<file path="src/rtl/timer_compare_unit_if.sv">
// Control and status bundle for timer_compare_unit.
//   en, mode, restart   run enable, 0=periodic/1=one-shot, synchronous restart
//   top                 last count value of a period
//   ocr                 packed compare values, channel i at [i*CNT_W +: CNT_W]
//   clr                 write-1-to-clear for flag[i]
//   count               registered counter value
//   tick, ovf           one-cycle advance / wrap pulses
//   done                one-shot finished (sticky)
//   ocr_match, flag, pwm per-channel compare level, sticky match, PWM level
// master: controlling logic; slave: the timer.
interface timer_compare_unit_if #(
  parameter int unsigned CNT_W = 10,
  parameter int unsigned NCH   = 2
);
  logic                   en;
  logic                   mode;
  logic                   restart;
  logic [CNT_W-1:0]       top;
  logic [NCH*CNT_W-1:0]   ocr;
  logic [NCH-1:0]         clr;
  logic [CNT_W-1:0]       count;
  logic                   tick;
  logic                   ovf;
  logic                   done;
  logic [NCH-1:0]         ocr_match;
  logic [NCH-1:0]         flag;
  logic [NCH-1:0]         pwm;

  modport master (
    output en, mode, restart, top, ocr, clr,
    input  count, tick, ovf, done, ocr_match, flag, pwm
  );

  modport slave (
    input  en, mode, restart, top, ocr, clr,
    output count, tick, ovf, done, ocr_match, flag, pwm
  );
endinterface

</file>
<file path="src/rtl/timer_compare_unit.sv">
// Prescaled timer with NCH output-compare channels.
// The prescaler divides clk by PRESCALE_DIV into advances; each advance steps
// a CNT_W-bit counter up to a programmable top, then wraps (periodic) or
// stops (one-shot). Each channel gives a compare-match level, a sticky match
// flag and a PWM level (count < ocr).
// Ports:
//   clk    system clock, rising edge
//   rst_n  asynchronous active-low reset
//   bus    timer_compare_unit_if.slave (control inputs, status outputs)
module timer_compare_unit #(
  parameter int unsigned PRESCALE_DIV = 48828,
  parameter int unsigned CNT_W        = 10,
  parameter int unsigned NCH          = 2
) (
  input  logic                  clk,
  input  logic                  rst_n,
  timer_compare_unit_if.slave   bus
);

  localparam int unsigned      PS_W    = $clog2(PRESCALE_DIV);
  localparam logic [PS_W-1:0]  PS_LAST = PS_W'(PRESCALE_DIV - 1);

  typedef enum logic {
    ST_RUN,
    ST_DONE
  } state_t;

  state_t            state_q, state_d;
  logic [PS_W-1:0]   psc_q, psc_d;
  logic [CNT_W-1:0]  count_q, count_d;
  logic              tick_q, tick_d;
  logic              ovf_q, ovf_d;
  logic [NCH-1:0]    flag_q, flag_d;

  logic              advance;
  logic              at_top;

  // A count above top (top lowered mid-run) behaves as if at top.
  assign at_top  = (count_q >= bus.top);
  assign advance = !bus.restart && bus.en && (state_q == ST_RUN) &&
                   (psc_q == PS_LAST);

  always_ff @(posedge clk or negedge rst_n) begin
    if (!rst_n) begin
      state_q <= ST_RUN;
      psc_q   <= '0;
      count_q <= '0;
      tick_q  <= 1'b0;
      ovf_q   <= 1'b0;
      flag_q  <= '0;
    end else begin
      state_q <= state_d;
      psc_q   <= psc_d;
      count_q <= count_d;
      tick_q  <= tick_d;
      ovf_q   <= ovf_d;
      flag_q  <= flag_d;
    end
  end

  always_comb begin
    state_d = state_q;
    psc_d   = psc_q;
    count_d = count_q;
    tick_d  = 1'b0;
    ovf_d   = 1'b0;

    if (bus.restart) begin
      state_d = ST_RUN;
      psc_d   = '0;
      count_d = '0;
    end else if (bus.en && (state_q == ST_RUN)) begin
      if (psc_q == PS_LAST) begin
        psc_d  = '0;
        tick_d = 1'b1;
        if (!at_top) begin
          count_d = count_q + CNT_W'(1);
        end else if (!bus.mode) begin
          count_d = '0;
          ovf_d   = 1'b1;
        end else begin
          // One-shot end: count holds, prescaler frozen until restart.
          state_d = ST_DONE;
        end
      end else begin
        psc_d = psc_q + PS_W'(1);
      end
    end
  end

  // Set dominates clear so a match coinciding with clr is never lost.
  always_comb begin
    flag_d = flag_q & ~bus.clr;
    for (int unsigned i = 0; i < NCH; i++) begin
      if (advance && (count_d == bus.ocr[i*CNT_W +: CNT_W])) begin
        flag_d[i] = 1'b1;
      end
    end
  end

  always_comb begin
    bus.ocr_match = '0;
    bus.pwm       = '0;
    for (int unsigned i = 0; i < NCH; i++) begin
      bus.ocr_match[i] = (count_q == bus.ocr[i*CNT_W +: CNT_W]);
      bus.pwm[i]       = (count_q <  bus.ocr[i*CNT_W +: CNT_W]);
    end
  end

  assign bus.count = count_q;
  assign bus.tick  = tick_q;
  assign bus.ovf   = ovf_q;
  assign bus.done  = (state_q == ST_DONE);
  assign bus.flag  = flag_q;

endmodule

</file>
<file path="src/flat_wrapper.sv">
// flat-port wrapper written by rule: the top's interface ports become plain ports
module timer_compare_unit_flat 
#(
  parameter int unsigned PRESCALE_DIV = 48828,
  parameter int unsigned CNT_W        = 10,
  parameter int unsigned NCH          = 2
)
  (clk, rst_n, bus_en, bus_mode, bus_restart, bus_top, bus_ocr, bus_clr, bus_count, bus_tick, bus_ovf, bus_done, bus_ocr_match, bus_flag, bus_pwm);
  timer_compare_unit_if #(.CNT_W(CNT_W), .NCH(NCH)) bus_i ();
  input  logic clk;
  input  logic rst_n;
  input wire logic [$bits(bus_i.en)-1:0] bus_en;
  input wire logic [$bits(bus_i.mode)-1:0] bus_mode;
  input wire logic [$bits(bus_i.restart)-1:0] bus_restart;
  input wire logic [$bits(bus_i.top)-1:0] bus_top;
  input wire logic [$bits(bus_i.ocr)-1:0] bus_ocr;
  input wire logic [$bits(bus_i.clr)-1:0] bus_clr;
  output wire logic [$bits(bus_i.count)-1:0] bus_count;
  output wire logic [$bits(bus_i.tick)-1:0] bus_tick;
  output wire logic [$bits(bus_i.ovf)-1:0] bus_ovf;
  output wire logic [$bits(bus_i.done)-1:0] bus_done;
  output wire logic [$bits(bus_i.ocr_match)-1:0] bus_ocr_match;
  output wire logic [$bits(bus_i.flag)-1:0] bus_flag;
  output wire logic [$bits(bus_i.pwm)-1:0] bus_pwm;
  assign bus_i.en = bus_en;
  assign bus_i.mode = bus_mode;
  assign bus_i.restart = bus_restart;
  assign bus_i.top = bus_top;
  assign bus_i.ocr = bus_ocr;
  assign bus_i.clr = bus_clr;
  assign bus_count = bus_i.count;
  assign bus_tick = bus_i.tick;
  assign bus_ovf = bus_i.ovf;
  assign bus_done = bus_i.done;
  assign bus_ocr_match = bus_i.ocr_match;
  assign bus_flag = bus_i.flag;
  assign bus_pwm = bus_i.pwm;
  timer_compare_unit #(.PRESCALE_DIV(PRESCALE_DIV), .CNT_W(CNT_W), .NCH(NCH)) u_core (.clk(clk), .rst_n(rst_n), .bus(bus_i));
endmodule
</file>
<file path="config.mk">
export PLATFORM = sky130hd
export DESIGN_NAME = timer_compare_unit_flat
export DESIGN_NICKNAME = d
export VERILOG_FILES = /design/src/rtl/timer_compare_unit_if.sv /design/src/rtl/timer_compare_unit.sv /design/src/flat_wrapper.sv
export SDC_FILE = /design/constraint.sdc
export NUM_CORES = 1
export LEC_CHECK = 0
export ABC_AREA = 1
export CAP_MARGIN = 10
export CORE_ASPECT_RATIO = 0.8
export CORE_MARGIN = 3
export CORE_UTILIZATION = 53
export CTS_BUF_LIST = sky130_fd_sc_hd__clkbuf_16
export CTS_CLUSTER_DIAMETER = 150
export DETAILED_ROUTE_END_ITERATION = 10
export PLACE_DENSITY = 0.91
export RECOVER_POWER = 100
export SLEW_MARGIN = 20
export SYNTH_ARGS = -nofsm -noshare
export SYNTH_HDL_FRONTEND = slang
export SYNTH_SLANG_ARGS = --single-unit
</file>
<file path="constraint.sdc">
create_clock -name clk -period 2.7 [get_ports clk]
set_input_delay 0.54 -clock clk [delete_from_list [all_inputs] [get_ports clk]]
set_output_delay 0.54 -clock clk [all_outputs]
set_load 0.02 [all_outputs]
</file>
Word-level counts from Yosys, hierarchy flattened
Index checks and enable logic that the tools add are counted.
W data, S select, Z words.
{"block": "totals", "inputBits": 37, "output_inout_bits": 19, "word_cells": 54, "ff_bits": 31}
{"block": "op_classes", "n_addsub": 2, "n_lt_le_gt_ge": 3, "n_bitwise": 3, "n_reduce_logical": 12, "n_eq_ne": 5, "mux": 23}
{"operator": "$mux W10", "count": 5}
{"operator": "$mux W16", "count": 3}
{"operator": "$eq A10 B10 Y1", "count": 4}
{"operator": "$lt A10 B10 Y1", "count": 2}
{"operator": "$add A16 B1 Y16 const B", "count": 1}
{"operator": "$eq A16 B16 Y1 const B", "count": 1}
{"operator": "$mux W1", "count": 15}
{"operator": "$add A10 B1 Y10 const B", "count": 1}
{"operator": "$ge A10 B10 Y1", "count": 1}
{"operator": "$reduce_bool A2 Y1", "count": 4}
{"operator": "$logic_and A1 B1 Y1", "count": 6}
{"operator": "$reduce_and A4 Y1", "count": 1}
{"operator": "$and A2 B2 Y2", "count": 1}
{"operator": "$not A2 Y2", "count": 1}
{"operator": "$logic_not A1 Y1", "count": 1}
{"operator": "$not A1 Y1", "count": 1}

Logic depth before layout (Yosys ltp)
{"block": "depth", "ltp_word": 8, "mapped_depth": 20}

Worst setup path before layout
OpenSTA, ideal clock, no wires.
{"block": "synth_timing", "kind": "input port to output port", "from": "in bus_ocr[3]", "to": "out bus_pwm[0]", "path_buffers": 0, "stages": 9, "slack_ns": 0.236, "arrival_ns": 1.924, "path_cell_list": "inv_1 > ha_1 > nand2_1 > inv_1 > a221oi_1 > o21ai_0 > nand3_1 > a21oi_1 > a211oi_1"}
{"block": "synth_between", "elab_chain_cells": 1}
{"element": "start: declaration", "line": "flat_wrapper.sv:16", "source": "input wire logic [$bits(bus_i.ocr)-1:0] bus_ocr;"}
{"element": "$lt A10 B10 Y1", "line": "timer_compare_unit.sv:106", "source": "bus.pwm[i] = (count_q < bus.ocr[i*CNT_W +: CNT_W]);"}
{"element": "end: declaration", "line": "flat_wrapper.sv:24", "source": "output wire logic [$bits(bus_i.pwm)-1:0] bus_pwm;"}
Every way passes these cells.

Worst setup path in the final report
{"block": "layout_timing", "from": "reg u_core.count_q[7] (netlist: u_core.bus.count[7])", "to": "reg u_core.flag_q[1] (netlist: u_core.bus.flag[1])"}
{"block": "layout_between", "elab_chain_cells": 8, "word_cells_on_any_way": 10, "cone_classes": "add/sub: 1; order compare: 1; eq/ne: 1; mux: 6; reduce/logical: 1"}
{"element": "start: declaration", "line": "timer_compare_unit.sv:30", "source": "logic [CNT_W-1:0] count_q, count_d;"}
{"element": "start signal: assignment", "line": "timer_compare_unit.sv:54", "source": "count_q <= count_d;"}
{"element": "$add A10 B1 Y10 (tied with other cells)", "line": "timer_compare_unit.sv:77", "source": "count_d = count_q + CNT_W'(1);"}
{"element": "$mux W10", "line": "timer_compare_unit.sv:76", "source": "if (!at_top) begin"}
{"element": "$mux W10", "line": "timer_compare_unit.sv:73", "source": "if (psc_q == PS_LAST) begin"}
{"element": "$mux W10 (*)", "line": "timer_compare_unit.sv:72", "source": "end else if (bus.en && (state_q == ST_RUN)) begin"}
{"element": "$mux W10 (*)", "line": "timer_compare_unit.sv:68", "source": "if (bus.restart) begin"}
{"element": "$eq A10 B10 Y1 (*)", "line": "timer_compare_unit.sv:95", "source": "if (advance && (count_d == bus.ocr[i*CNT_W +: CNT_W])) begin"}
{"element": "$logic_and A1 B1 Y1 (*)", "line": "timer_compare_unit.sv:95"}
{"element": "$mux W1 (*)", "line": "timer_compare_unit.sv:95"}
{"element": "named net u_core.flag_d[1]", "line": "timer_compare_unit.sv:33", "source": "logic [NCH-1:0] flag_q, flag_d;"}
{"element": "end signal: assignment", "line": "timer_compare_unit.sv:57", "source": "flag_q <= flag_d;"}
{"element": "end: declaration", "line": "timer_compare_unit.sv:33"}
The timed path passes the listed nets; every way through them passes the cells marked *.
A chain may end at the register's enable or synchronous reset.

==> out/metrics.cfg <==
[synthesis]
synthArstFlopShare_pct = 100
ys.warnings.count = 0
synth_largest_area_cell = dfrtp_1
synth-main-ff-cell = dfrtp_1
synth-edff-count = 0
syn_avg_cell_area_um2 = 6.62
ys_types = 32
synth_top_cell_area_share_pct = 26.5
synthCells = 442
synth_common_cells = 112 x nand2_1, 79 x inv_1, 50 x nor2_1
ys_ff_latch = 31
syn_nets = 511
yosysMostFrequentCell = nand2_1
ys_seq_area_share_pct = 26.5
synth_area_leaders = dfrtp_1 27%, nand2_1 14%, ha_1 14%, inv_1 10%, nand3_1 7.5%
syn_area_um2 = 2930

[worst_setup_path]
reg2reg_depth = 17
start_kind = flip-flop
cp.required_ns = 2.93
crit_arrival_ns = 3.11
end_kind = flip-flop
crit_type = flip-flop to flip-flop
crit_fanout = 5

[placement]
dp_cells = 603
placed_cell_area_um2 = 3880
dp_slack_ns = -0.782
globalplace.congestion = 0.960
dp_hpwl_um = 6770
io_buffers = 55

[run_status]
status = finished with violations
violations = negative setup slack

[power_and_ir_drop]
p_per_area_nw_per_um2 = 309
leakagePower_nw = 2.43
share_seq_of_total_power_pct = 33.8
swShare_pct = 27.5
clkPwrFrac_pct = 48.5
switchingPower_uw = 382
p_int_mw = 1.01
ir_drop_mv = 0.235
pwr-share-comb_pct = 17.6

[drt]
postRouteAntennaNets = 0
via_count = 3939
drt_wl_total_um = 12800
drt_iter0_markers = 754
via_per_inst = 6.36
drc_errors = 0
dr.pass1.iters = 11
wl_per_cell_um = 20.7

[clock_network]
cts_tree = done
path_clk_slew_ns = 0.06
worstSkewPairLatency_ns = 0.29
cts-root-buf = clkbuf_16
htree_levels = 2
clockBufferDepth = 2
cts.sinks = 31
cts_made_buffers = 5
postCtsHoldBufs = 0

[floorplanning]
floorplan.die.width_um = 89.1
core_um2 = 5180
die_h_um = 72.5
num_rows = 23
ioPinCount = 56
dieArea_um2 = 6450
start_util_pct = 56.5

[global_routing]
grt_max_degree = 32
gr-total-overflow = 0
gr-usage-all-layers_pct = 32.1
grt_first_pass_wirelength_um = 16000
antenna_found_initial = 0
grt_pass1_vias = 3466

[hold_path]
hold_depth = 2
min-delay-path-class = flip-flop to flip-flop

[timing]
slew_headroom_pct = 41.7
period_minus_slack_ns = 2.89
max_clock_freq_ghz = 0.346
setup_viol = 3
setup_ws_ns = -0.186
skew_ns = 0.00689
worst-slew-pin-transition_ns = 0.875
hold_slack_ns = 0.473
finalCritPeriodShare_pct = 107
report.final.slew_viol_count = 0
timing.setup.tns_ns = -0.238
finalHoldViolCount = 0

[cells_and_area]
area_growth_pct = 53.7
fillers = 265
antennaDiodeCount = 0
final_layout_size_suffix_gt1_share_pct = 31.4
stdcell_area_um2 = 4500
fin_cells = 619
layout.nets = 625

[flow_run]
drv_cap = 0

-- metrics by stage --
stage / util (%) / total power [mW]
2_1_floorplan: - / 0.558
3_3_place_gp: 75.0 / 0.669
3_5_place_dp: 75.0 / 0.676
4_1_cts: 80.1 / 1.32
5_1_grt: 86.8 / 1.41
6_report: 86.8 / 1.39
-- power by group through the flow --
stage	Combinational [mW]	Sequential, mW	Clock, mW
after CTS	0.206	0.471	0.646
after global placement	0.191	0.478	0
after global routing	0.261	0.471	0.679
final	0.245	0.470	0.674
after floorplan	0.0803	0.478	0
after detailed placement	0.197	0.479	0
-- layout make-up --
| class | count | area (um2) | share of cell area [%] |
|---|---|---|---|
| repair inverters | 1 | 6.26 | 0.139 |
| flip-flops and latches | 31 | 777 | 17.3 |
| clock inverters | 3 | 38.8 | 0.863 |
| repair buffers | 108 | 943 | 21.0 |
| multi-input cells | 322 | 2190 | 48.8 |
| inverters | 87 | 334 | 7.43 |
| clock buffers | 5 | 125 | 2.78 |
| well taps | 62 | 77.6 | 1.73 |
-- what timing repair did --
item                                    in CTS  in global routing
gates cloned                                 0                  1
endpoints found under the setup margin       6                  6
resized for setup                           42                 95
pin swaps                                    8                 37
buffers inserted                             2                  5
-- worst max-delay path, cell delays in order (launching register included) --
cell and delay [ns]:
dfrtp_2 0.44, buf_4 0.18, ha_4 0.27, nand2_2 0.05, nor2_4 0.26, nand3_2 0.14
nand3_4 0.23, buf_6 0.16, nor3_4 0.04, nor2_4 0.22, nand2_4 0.09, nand2_1 0.08
nand2_1 0.08, nor2_2 0.14, nand2_1 0.08, nor2_1 0.16, nand2_1 0.10, nand2_1 0.08
-- cells in the final DEF (no fill, tap or decap), types with 6 or more instances in the layout --
cell	Yosys	layout
dlygate4sd3_1	0	17
nor2_2	6	7
ha_4	0	14
nand3_2	3	6
dlymetal6s2s_1	0	12
nand3_1	44	40
nand2_1	112	93
clkdlybuf4s50_1	0	15
buf_4	0	51
ha_1	32	17
nor2_1	50	44
nand2_4	1	7
dfrtp_1	31	30
inv_1	79	62
inv_2	8	24
a21oi_1	20	15
nor2_4	4	9
nand2_2	10	23
-- worst paths after layout --
check                               startpoint                  end  slack, ns
hold / removal              u_core.bus.flag[1]   u_core.bus.flag[1]       0.47
setup reg to reg           u_core.bus.count[7]   u_core.bus.flag[1]      -0.19
min in group asynchronous                rst_n  u_core.bus.count[2]       0.90
max in group asynchronous                rst_n  u_core.bus.count[7]       1.21
setup / recovery           u_core.bus.count[7]   u_core.bus.flag[1]      -0.19
hold reg to reg             u_core.bus.flag[1]   u_core.bus.flag[1]       0.47
-- logic make-up (layout without fill, tap and decap cells) --
logic type	Yosys count	in the layout	share of synthesized area, %
muxes	1	1	0.342
AOI/OAI and AO/OA	36	36	7.27
xor gates and xnor gates	5	5	1.50
and+or+nand+nor	248	248	39.0
buffers and inverters	89	204	11.7
adders and majority gates	32	32	13.7
DFF	31	31	26.5
-- per-layer routing --
| metal | part of all wire, % | track usage [%] | wire length, um | vias to the layer above |
|---|---|---|---|---|
| li1 | - | - | - | 1634 |
| met1 | 35 | 40.1 | 4450 | 1743 |
| met2 | 43 | 53.0 | 5550 | 402 |
| met3 | 12 | 7.83 | 1590 | 160 |
| met4 | 9.3 | 13.1 | 1190 | 0 |
| met5 | 0 | 0 | 0 | - |
-- sequential cells by signal (all words and copies together), names as in the netlist --
| register | cells |
|---|---|
| u_core.bus.done | 1 |
| u_core.psc_q | 16 |
| u_core.bus.count | 10 |
| u_core.bus.ovf | 1 |
| u_core.bus.tick | 1 |
| u_core.bus.flag | 2 |
Note: power is estimated with default switching activity, not from simulation.
